File: config.mk
export PLATFORM = sky130hd
export DESIGN_NAME = brick_move_scheduler
export DESIGN_NICKNAME = d
export VERILOG_FILES = /design/src/rtl/brick_move_scheduler.sv
export SDC_FILE = /design/constraint.sdc
export NUM_CORES = 1
export LEC_CHECK = 0
export BUFFER_PORTS_ARGS = -buffer_cell sky130_fd_sc_hd__buf_2
export CAP_MARGIN = 20
export CORE_ASPECT_RATIO = 0.9
export CORE_MARGIN = 4
export CORE_UTILIZATION = 50
export DETAILED_ROUTE_END_ITERATION = 16
export GPL_ROUTABILITY_DRIVEN = 0
export PLACE_DENSITY_LB_ADDON = 0.1
export RECOVER_POWER = 25
export SLEW_MARGIN = 20
export SYNTH_ARGS = -nofsm -noshare
export SYNTH_HDL_FRONTEND = slang
export SYNTH_SLANG_ARGS = --single-unit
File: constraint.sdc
create_clock -name clk -period 3.5 [get_ports clk]
set_input_delay 0.525 -clock clk [delete_from_list [all_inputs] [get_ports clk]]
set_output_delay 0.525 -clock clk [all_outputs]
set_load 0.01 [all_outputs]
File: src/rtl/brick_move_scheduler.sv
// Falling-brick sequencer: arbitrates keys/gravity/drop into collision-checked trials, then place/clear/spawn.
// Latency: request -> cur_* update is 1 + checker latency + 1 cycles; one trial outstanding at a time.
// Backpressure: chk/place/clear requests are held until their ack; keys outside WAIT are dropped, ticks merge
// into a one-deep pending flag. Optional lock delay on gravity landings is enabled by defining LOCK_DELAY_EN.
module brick_move_scheduler #(
  parameter int X_W     = 4,
  parameter int Y_W     = 5,
  parameter int SPAWN_X = 6,
  parameter int SPAWN_Y = 18
`ifdef LOCK_DELAY_EN
  , parameter int LOCK_TICKS = 2
`endif
) (
  input  logic               clk,
  input  logic               rst_n,
  input  logic               tick,
  input  logic               key_left,
  input  logic               key_right,
  input  logic               key_down,
  input  logic               key_rot,
  input  logic               key_drop,
  input  logic [2:0]         next_type,
  output logic               chk_req,
  output logic [X_W+Y_W-1:0] chk_pos,
  output logic [1:0]         chk_dir,
  output logic [2:0]         chk_type,
  input  logic               chk_ack,
  input  logic               chk_collided,
  output logic [X_W+Y_W-1:0] cur_pos,
  output logic [1:0]         cur_dir,
  output logic [2:0]         cur_type,
  output logic               place_req,
  input  logic               place_ack,
  output logic               clear_req,
  input  logic               clear_ack,
  output logic               game_over
);

  localparam int P_W = X_W + Y_W;
  localparam logic [X_W-1:0] SPX   = SPAWN_X[X_W-1:0];
  localparam logic [Y_W-1:0] SPY   = SPAWN_Y[Y_W-1:0];
  localparam logic [P_W-1:0] SPAWN_POS = {SPX, SPY};
  localparam logic [X_W-1:0] X_ONE = {{(X_W-1){1'b0}}, 1'b1};
  localparam logic [Y_W-1:0] Y_ONE = {{(Y_W-1){1'b0}}, 1'b1};

  typedef enum logic [2:0] {
    ST_WAIT, ST_CHECK, ST_PLACE, ST_CLEAR, ST_SPAWN, ST_SPAWN_CHK, ST_OVER
  } state_e;

  typedef enum logic [1:0] {K_MOVE, K_GRAV, K_DROP} kind_e;

  state_e         state_q, state_d;
  kind_e          kind_q, kind_d;
  logic [P_W-1:0] cur_pos_q, cur_pos_d, trl_pos_q, trl_pos_d;
  logic [1:0]     cur_dir_q, cur_dir_d, trl_dir_q, trl_dir_d;
  logic [2:0]     cur_type_q, cur_type_d, trl_type_q, trl_type_d;
  logic           chk_req_q, chk_req_d;
  logic           tick_pend_q, tick_pend_d;

  // WAIT-state candidate trial
  logic           go;
  logic [P_W-1:0] n_pos;
  logic [1:0]     n_dir;
  kind_e          n_kind;

`ifdef LOCK_DELAY_EN
  localparam int LC_W = (LOCK_TICKS > 0) ? $clog2(LOCK_TICKS + 1) : 1;
  localparam logic [LC_W-1:0] LOCK_MAX = LOCK_TICKS[LC_W-1:0];
  localparam logic [LC_W-1:0] LC_ONE   = {{(LC_W-1){1'b0}}, 1'b1};
  logic [LC_W-1:0] lock_cnt_q, lock_cnt_d;
`endif

  // Field arithmetic wraps modulo the field width.
  function automatic logic [P_W-1:0] dec_y(input logic [P_W-1:0] p);
    return {p[P_W-1:Y_W], p[Y_W-1:0] - Y_ONE};
  endfunction

  function automatic logic [P_W-1:0] dec_x(input logic [P_W-1:0] p);
    return {p[P_W-1:Y_W] - X_ONE, p[Y_W-1:0]};
  endfunction

  function automatic logic [P_W-1:0] inc_x(input logic [P_W-1:0] p);
    return {p[P_W-1:Y_W] + X_ONE, p[Y_W-1:0]};
  endfunction

  // Next-state logic: request arbitration, checker handshake and landing sequence.
  always_comb begin
    state_d     = state_q;
    kind_d      = kind_q;
    cur_pos_d   = cur_pos_q;
    cur_dir_d   = cur_dir_q;
    cur_type_d  = cur_type_q;
    trl_pos_d   = trl_pos_q;
    trl_dir_d   = trl_dir_q;
    trl_type_d  = trl_type_q;
    chk_req_d   = chk_req_q;
    tick_pend_d = tick_pend_q;
    go          = 1'b0;
    n_pos       = cur_pos_q;
    n_dir       = cur_dir_q;
    n_kind      = K_MOVE;
`ifdef LOCK_DELAY_EN
    lock_cnt_d  = lock_cnt_q;
`endif

    // Ticks that cannot be served now are remembered (merged) for the next WAIT.
    if (tick && (state_q != ST_WAIT) && (state_q != ST_OVER)) begin
      tick_pend_d = 1'b1;
    end

    unique case (state_q)
      ST_WAIT: begin
        go = 1'b1;
        if (key_drop) begin
          n_pos  = dec_y(cur_pos_q);
          n_kind = K_DROP;
        end else if (tick || tick_pend_q) begin
          n_pos       = dec_y(cur_pos_q);
          n_kind      = K_GRAV;
          tick_pend_d = 1'b0;
        end else if (key_down) begin
          n_pos = dec_y(cur_pos_q);
        end else if (key_rot) begin
          n_dir = cur_dir_q + 2'd1;
        end else if (key_left) begin
          n_pos = dec_x(cur_pos_q);
        end else if (key_right) begin
          n_pos = inc_x(cur_pos_q);
        end else begin
          go = 1'b0;
        end
        if (go) begin
          trl_pos_d  = n_pos;
          trl_dir_d  = n_dir;
          trl_type_d = cur_type_q;
          kind_d     = n_kind;
          chk_req_d  = 1'b1;
          state_d    = ST_CHECK;
        end
      end

      ST_CHECK: begin
        if (!chk_req_q) begin
          // One idle cycle between successive drop steps, then re-issue.
          chk_req_d = 1'b1;
        end else if (chk_ack) begin
          chk_req_d = 1'b0;
          if (!chk_collided) begin
            cur_pos_d = trl_pos_q;
            cur_dir_d = trl_dir_q;
            if (kind_q == K_DROP) begin
              trl_pos_d = dec_y(trl_pos_q);
            end else begin
              state_d = ST_WAIT;
            end
`ifdef LOCK_DELAY_EN
            if (kind_q == K_MOVE) lock_cnt_d = '0;
`endif
          end else begin
            unique case (kind_q)
              K_MOVE: state_d = ST_WAIT;
`ifdef LOCK_DELAY_EN
              K_GRAV: begin
                if (lock_cnt_q == LOCK_MAX) begin
                  state_d = ST_PLACE;
                end else begin
                  lock_cnt_d = lock_cnt_q + LC_ONE;
                  state_d    = ST_WAIT;
                end
              end
`else
              K_GRAV: state_d = ST_PLACE;
`endif
              default: state_d = ST_PLACE;
            endcase
          end
        end
      end

      ST_PLACE: begin
        if (place_ack) state_d = ST_CLEAR;
      end

      ST_CLEAR: begin
        if (clear_ack) begin
          state_d     = ST_SPAWN;
          tick_pend_d = 1'b0;
        end
      end

      ST_SPAWN: begin
        cur_pos_d  = SPAWN_POS;
        cur_dir_d  = 2'd0;
        cur_type_d = (next_type == 3'd0) ? 3'd1 : next_type;
        trl_pos_d  = SPAWN_POS;
        trl_dir_d  = 2'd0;
        trl_type_d = (next_type == 3'd0) ? 3'd1 : next_type;
        chk_req_d  = 1'b1;
        state_d    = ST_SPAWN_CHK;
`ifdef LOCK_DELAY_EN
        lock_cnt_d = '0;
`endif
      end

      ST_SPAWN_CHK: begin
        if (chk_req_q && chk_ack) begin
          chk_req_d = 1'b0;
          state_d   = chk_collided ? ST_OVER : ST_WAIT;
        end
      end

      ST_OVER: begin
        chk_req_d = 1'b0;
      end

      default: begin
        state_d   = ST_WAIT;
        chk_req_d = 1'b0;
      end
    endcase
  end

  // State and datapath registers.
  always_ff @(posedge clk or negedge rst_n) begin
    if (!rst_n) begin
      state_q     <= ST_WAIT;
      kind_q      <= K_MOVE;
      cur_pos_q   <= SPAWN_POS;
      cur_dir_q   <= 2'd0;
      cur_type_q  <= 3'd1;
      trl_pos_q   <= SPAWN_POS;
      trl_dir_q   <= 2'd0;
      trl_type_q  <= 3'd1;
      chk_req_q   <= 1'b0;
      tick_pend_q <= 1'b0;
    end else begin
      state_q     <= state_d;
      kind_q      <= kind_d;
      cur_pos_q   <= cur_pos_d;
      cur_dir_q   <= cur_dir_d;
      cur_type_q  <= cur_type_d;
      trl_pos_q   <= trl_pos_d;
      trl_dir_q   <= trl_dir_d;
      trl_type_q  <= trl_type_d;
      chk_req_q   <= chk_req_d;
      tick_pend_q <= tick_pend_d;
    end
  end

`ifdef LOCK_DELAY_EN
  // Lock-delay counter of collided gravity trials.
  always_ff @(posedge clk or negedge rst_n) begin
    if (!rst_n) lock_cnt_q <= '0;
    else        lock_cnt_q <= lock_cnt_d;
  end
`endif

  assign chk_req   = chk_req_q;
  assign chk_pos   = trl_pos_q;
  assign chk_dir   = trl_dir_q;
  assign chk_type  = trl_type_q;
  assign cur_pos   = cur_pos_q;
  assign cur_dir   = cur_dir_q;
  assign cur_type  = cur_type_q;
  assign place_req = (state_q == ST_PLACE);
  assign clear_req = (state_q == ST_CLEAR);
  assign game_over = (state_q == ST_OVER);

endmodule

# [Word level (Yosys, flattened, before mapping)]
# Index checks and enable logic that the tools add are counted.
[word_totals] wordCells=114 input_bits=15 ff_bits=35 out_inout_bits=32
[classes] mux=59 bitwise=3 eq_ne=17 n_reduce_logical=19 add_sub_neg=5
[ops] op="$mux W9" n=10
[ops] op="$mux W3" n=11
[ops] op="$pmux W9 S3" n=1
[ops] op="$pmux W3 S7" n=1
[ops] op="$mux W2" n=10
[ops] op="$mux W5" n=4
[ops] op="$pmux W9 S2" n=1
[ops] op="$mux W1" n=16
[ops] op="$ne A2 B2 Y1 const B" n=6
[ops] op="$sub A5 B1 Y5 const B" n=2
[ops] op="$eq A3 B3 Y1 const B" n=3
[ops] op="$pmux W2 S2" n=2
[ops] op="$reduce_and A8 Y1" n=1
[ops] op="$eq A3 B2 Y1 const B" n=2
[ops] op="$logic_not A3 Y1" n=2
[ops] op="$ne A3 B3 Y1 const B" n=2
[ops] op="$pmux W3 S2" n=1
[ops] op="$reduce_and A3 Y1" n=2
[ops] op="$reduce_and A6 Y1" n=1
[ops] op="$reduce_bool A3 Y1" n=2
[ops] op="$pmux W1 S5" n=1
[ops] op="$add A4 B1 Y4 const B" n=1
[ops] op="$ne A2 B1 Y1 const B" n=2
[ops] op="$reduce_and A2 Y1" n=2
[ops] op="other kinds (12)" n=17

# [Logic depth before layout (Yosys ltp)]
[depth] depth_word=9 ltp_mapped=7 depth_no_buf=6

# [Least setup slack after synthesis]
# Ideal clock, no wire load.
[synth_path] path_type="input -> register" start="in key_down" end="reg trl_pos_q[8], in the netlist chk_pos[8]" arrival_ns=1.940 required_time_ns=3.374 setup_ns=0.126 path_buffers=2 cell_stages=6 setup_slack_ns=1.434 cell_sequence="or4_1 > buf_2 > o41ai_2 > buf_4 > nor2_2 > a221o_1"
[synth_via] elab_chain_len=6 elab_cells_between_ends=11 cone_classes="1 x eq/ne; 9 x mux; 1 x reduce/logical"
[synth_rtl] item="start: declaration" line_no="19" source="input logic key_down,"
[synth_rtl] item="$mux W1" line_no="121" source="end else if (key_down) begin"
[synth_rtl] item="$mux W1" line_no="117" source="end else if (tick || tick_pend_q) begin"
[synth_rtl] item="$mux W1" line_no="114" source="if (key_drop) begin"
[synth_rtl] item="$mux W1" line_no="111" source="unique case (state_q)"
[synth_rtl] item="$ne A2 B2 Y1 (no line)"
[synth_rtl] item="$reduce_and A3 Y1 (no line)"
[synth_rtl] item="end signal: assignment" line_no="242" source="trl_pos_q <= trl_pos_d;"
[synth_rtl] item="end: declaration" line_no="54" source="logic [P_W-1:0] cur_pos_q, cur_pos_d, trl_pos_q, trl_pos_d;"
# Several ways; a longest one is shown, not always the timed one. The select of a mux whose other input is x is not followed.
# A chain may end at the register's enable or synchronous reset.

# [Final worst setup path]
[layout_path] start="reg state_q[1]" end="reg trl_pos_q[0], in the netlist chk_pos[0]"
[layout_via] elab_chain_len=3 elab_cells_between_ends=11 cone_classes="7 x eq/ne; 1 x mux; 3 x reduce/logical"
[layout_rtl] item="start: declaration" line_no="52" source="state_e state_q, state_d;"
[layout_rtl] item="start signal: assignment" line_no="237" source="state_q <= state_d;"
[layout_rtl] item="$eq A3 B1 Y1, or another cell as far along" line_no="111"
[layout_rtl] item="$ne A2 B2 Y1 (no line) or $reduce_bool A3 Y1 (tied branches)"
[layout_rtl] item="$reduce_and A6 Y1 (no line)"
# Several ways; a longest one is shown, not always the timed one.

==> run summary <==
status - finished, violations left
failing checks - capacitance limit, slew limit
Chip Width - 76.1 um
synthesized instance count - 227
die area - 0.00528 mm2
Synth Cell Area - 0.00209 mm2
final setup fails - 0
port buffer count - 46
compound-cell area share of the yosys netlist - 20.6%
# DRC - 0
Antenna diodes - 0
cts hold-fix bufs - 0
Vias - 1870
CP Max Fanout - 25
Final nets - 289
Clock Latency Late Sink - 0.28 ns
hold_ws - 0.480 ns
syn avg cell area - 9.20 um2
Cell variety after synth - 57
Final Cycle Share - 66.7%
Setup Crit Path Kind - register to register
Setup Skew - 0.00599 ns
Row Count - 22
DRT iter0 DRCs - 115
syn_nets - 246
largest family of logic cells by synthesized area - simple AND/OR/NAND/NOR gates
GR Overflow Total - 0
CP Launch Type - register
Final Routed Wirelength - 4.91 mm
proportion of netlist area held by the largest area contributor - 30.0%
Synth Area in Adders - 2.40%
post-DP HPWL - 3.53 mm
top post-synthesis cells by area - dfrtp_1 (30%), dfstp_2 (13%), nand2_1 (6.3%), o21ai_0 (4.3%), nor2_1 (2.9%)
clock sink count - 35
worst-margin pin slew - 1.85 ns
Layout Area Growth over Synthesis - 18.6%
#FFs+latches synth - 35
Simple-Gate Fraction of Synth Area - 22.5%
Clk pin slew, worst setup/hold paths - 0.07 ns
Ports - 47
core area - 0.00405 mm2
Period minus WS final - 2.33 ns
post-route ant nets - 0
Hold Vio Cnt, Final - 0
CTS tree - done
first-pass GRT wire length - 8.37 mm
TritonCTS buffer count - 5
R2R Setup Slk - 1.17 ns
largest net degree at the start of global routing - 36
postcts setup bufs - 0
Worst Path Arrival - 2.51 ns
Post-synth EDFFs - 0
clock root buffer - clkbuf_8
DIE HEIGHT - 69.3 um
Post-CTS Resized - 0
most common flop cell mapped by yosys - dfrtp_1
vias in the first global route - 1654
Seq/Total Area, Yosys - 42.5%
Setup TNS - 0 ns
Fmax - 428 MHz
maximum vdd drop - 0.000516 V
DR WL/cell - 15.4 um
Pre-Repair DR Iteration Count - 5
cell taking the most area after synthesis - dfrtp_1
mux cell area share after synthesis - 4.31%
Ys Warns - 0
Vias/cell - 5.86
post-synthesis xor/xnor area fraction - 2.94%
RSZ-0062 raised after global routing - false
layout cells sized above 1 - 31.0%
PwrDens - 977 mW/mm2
Min-Delay Path Class - register to register
worst-case clock buffer depth - 2
H-tree depth - 2
Max transition margin - -23.6%
max-cap viol count - 1
GRT Overall Usage - 19.1%
initial cell density of the core - 51.6%
Critical Path RT - 3.67 ns
leakage - 1.11 nW
initial antenna violation count - 0
Async SR Flop Fraction - 100%
CP endpoint kind - register
Max Slew Vio Count - 36
[layout make-up]
| class | instances | area [um2] |
|---|---|---|
| flip-flops and latches | 35 | 888 |
| inverters | 9 | 33.8 |
| multi-input cells | 169 | 1100 |
| clock inverters | 3 | 67.6 |
| fillers | 348 | 1570 |
| repair buffers | 50 | 259 |
| clock buffers | 5 | 68.8 |
| well taps | 48 | 60.1 |
[path summary, 6_finish.rpt]
path | start | endpoint | depth (start not counted)
worst max-delay path | state_q[1]$_DFFE_PN0P_ | chk_pos[0]$_DFFE_PN0P_ | 4
worst min-delay path | chk_type[2]$_DFFE_PN0P_ | chk_type[2]$_DFFE_PN0P_ | 2
worst max register to register | state_q[1]$_DFFE_PN0P_ | chk_pos[0]$_DFFE_PN0P_ | 4
worst min register to register | chk_type[2]$_DFFE_PN0P_ | chk_type[2]$_DFFE_PN0P_ | 2
max in group asynchronous | rst_n | cur_type[2]$_DFFE_PN0P_ | 1
min in group asynchronous | rst_n | chk_req$_DFFE_PN0P_ | 1
[sequential cells by signal, summed over array words and instances (netlist names)]
| name | flops |
|---|---|
| chk_req | 1 |
| chk_dir | 2 |
| cur_type | 3 |
| state_q | 3 |
| cur_dir | 2 |
| cur_pos | 9 |
| chk_type | 3 |
| chk_pos | 9 |
| kind_q | 2 |
| tick_pend_q | 1 |
[logic make-up after synthesis]
| family | after synthesis |
|---|---|
| adders and majority gates | 4 |
| muxes | 8 |
| xor gates and xnor gates | 7 |
| and+or+nand+nor | 89 |
| DFF | 35 |
| AOI/OAI and AO/OA | 61 |
| buffers and inverters | 23 |
[placed cells by master (no fill, tap or decap), drive strengths merged, types with 3 or more instances in the layout]
cell,count
nor2,17
o31ai,5
buf,49
nand2,35
nor4b,3
nor3,5
o22ai,5
inv,9
nand2b,4
a22o,3
nand3,3
mux2i,3
ha,4
clkbuf,6
a21oi,8
o21ai,18
and2,3
o41ai,3
a21boi,3
nor4,5
dfstp,10
dfrtp,25
xor2,3
mux2,5
xnor2,4
[per-stage QoR]
stage | power (mW) | setup WS (ns) | std cells | cell area, um2 | util, %
global route | 2.62 | 1.02 | 319 | 2480 | 61.2
global placement | 1.98 | 1.10 | 311 | 2340 | 57.9
CTS | 2.44 | 1.19 | 319 | 2480 | 61.3
detailed placement | 1.99 | 1.05 | 311 | 2340 | 57.9
floorplan | 1.66 | 1.43 | 227 | 2090 | -
finish | 2.42 | 1.17 | 319 | 2480 | 61.2
[cells in the mapped netlist, types with 2 or more instances]
library cell	number
o31ai_1	5
nor2b_1	2
nor4_1	2
ha_1	4
nor4_2	3
a21boi_0	2
nand3_1	3
and2_1	3
a22o_1	3
a211oi_1	2
nand2b_1	4
nor2_1	16
mux2i_1	3
clkbuf_1	10
o21ai_0	18
xnor2_1	4
nand2_1	35
a32o_1	2
nand3b_1	2
inv_1	9
nor4b_1	3
buf_2	2
dfstp_2	10
o41ai_1	2
o22ai_1	5
xor2_1	3
o22a_2	2
a21oi_1	8
dfrtp_1	25
mux2_2	4
nor3_1	5
[layer usage]
metal | global-route usage (%) | vias up | share of wire [%]
li1 | - | 908 | -
met1 | 28.3 | 884 | 48
met2 | 27.5 | 72 | 45
met3 | 4.68 | 6 | 6.2
met4 | 5.83 | 0 | 1.5
met5 | 0 | - | 0
[worst max-delay path, stage by stage, from the launching register on]
cell and delay, ns:
dfrtp_1 0.63, or4b_1 0.66, nor4_2 0.35, or2_1 0.27, mux2_4 0.31
[power breakdown]
part	total, mW	internal, mW	leakage, nW	switching (mW)
Sequential	0.853	0.613	0.424	0.240
Combinational	1.13	0.528	0.624	0.606
Clock	0.433	0.284	0.0644	0.149
Note: power is estimated with default switching activity, not from simulation.
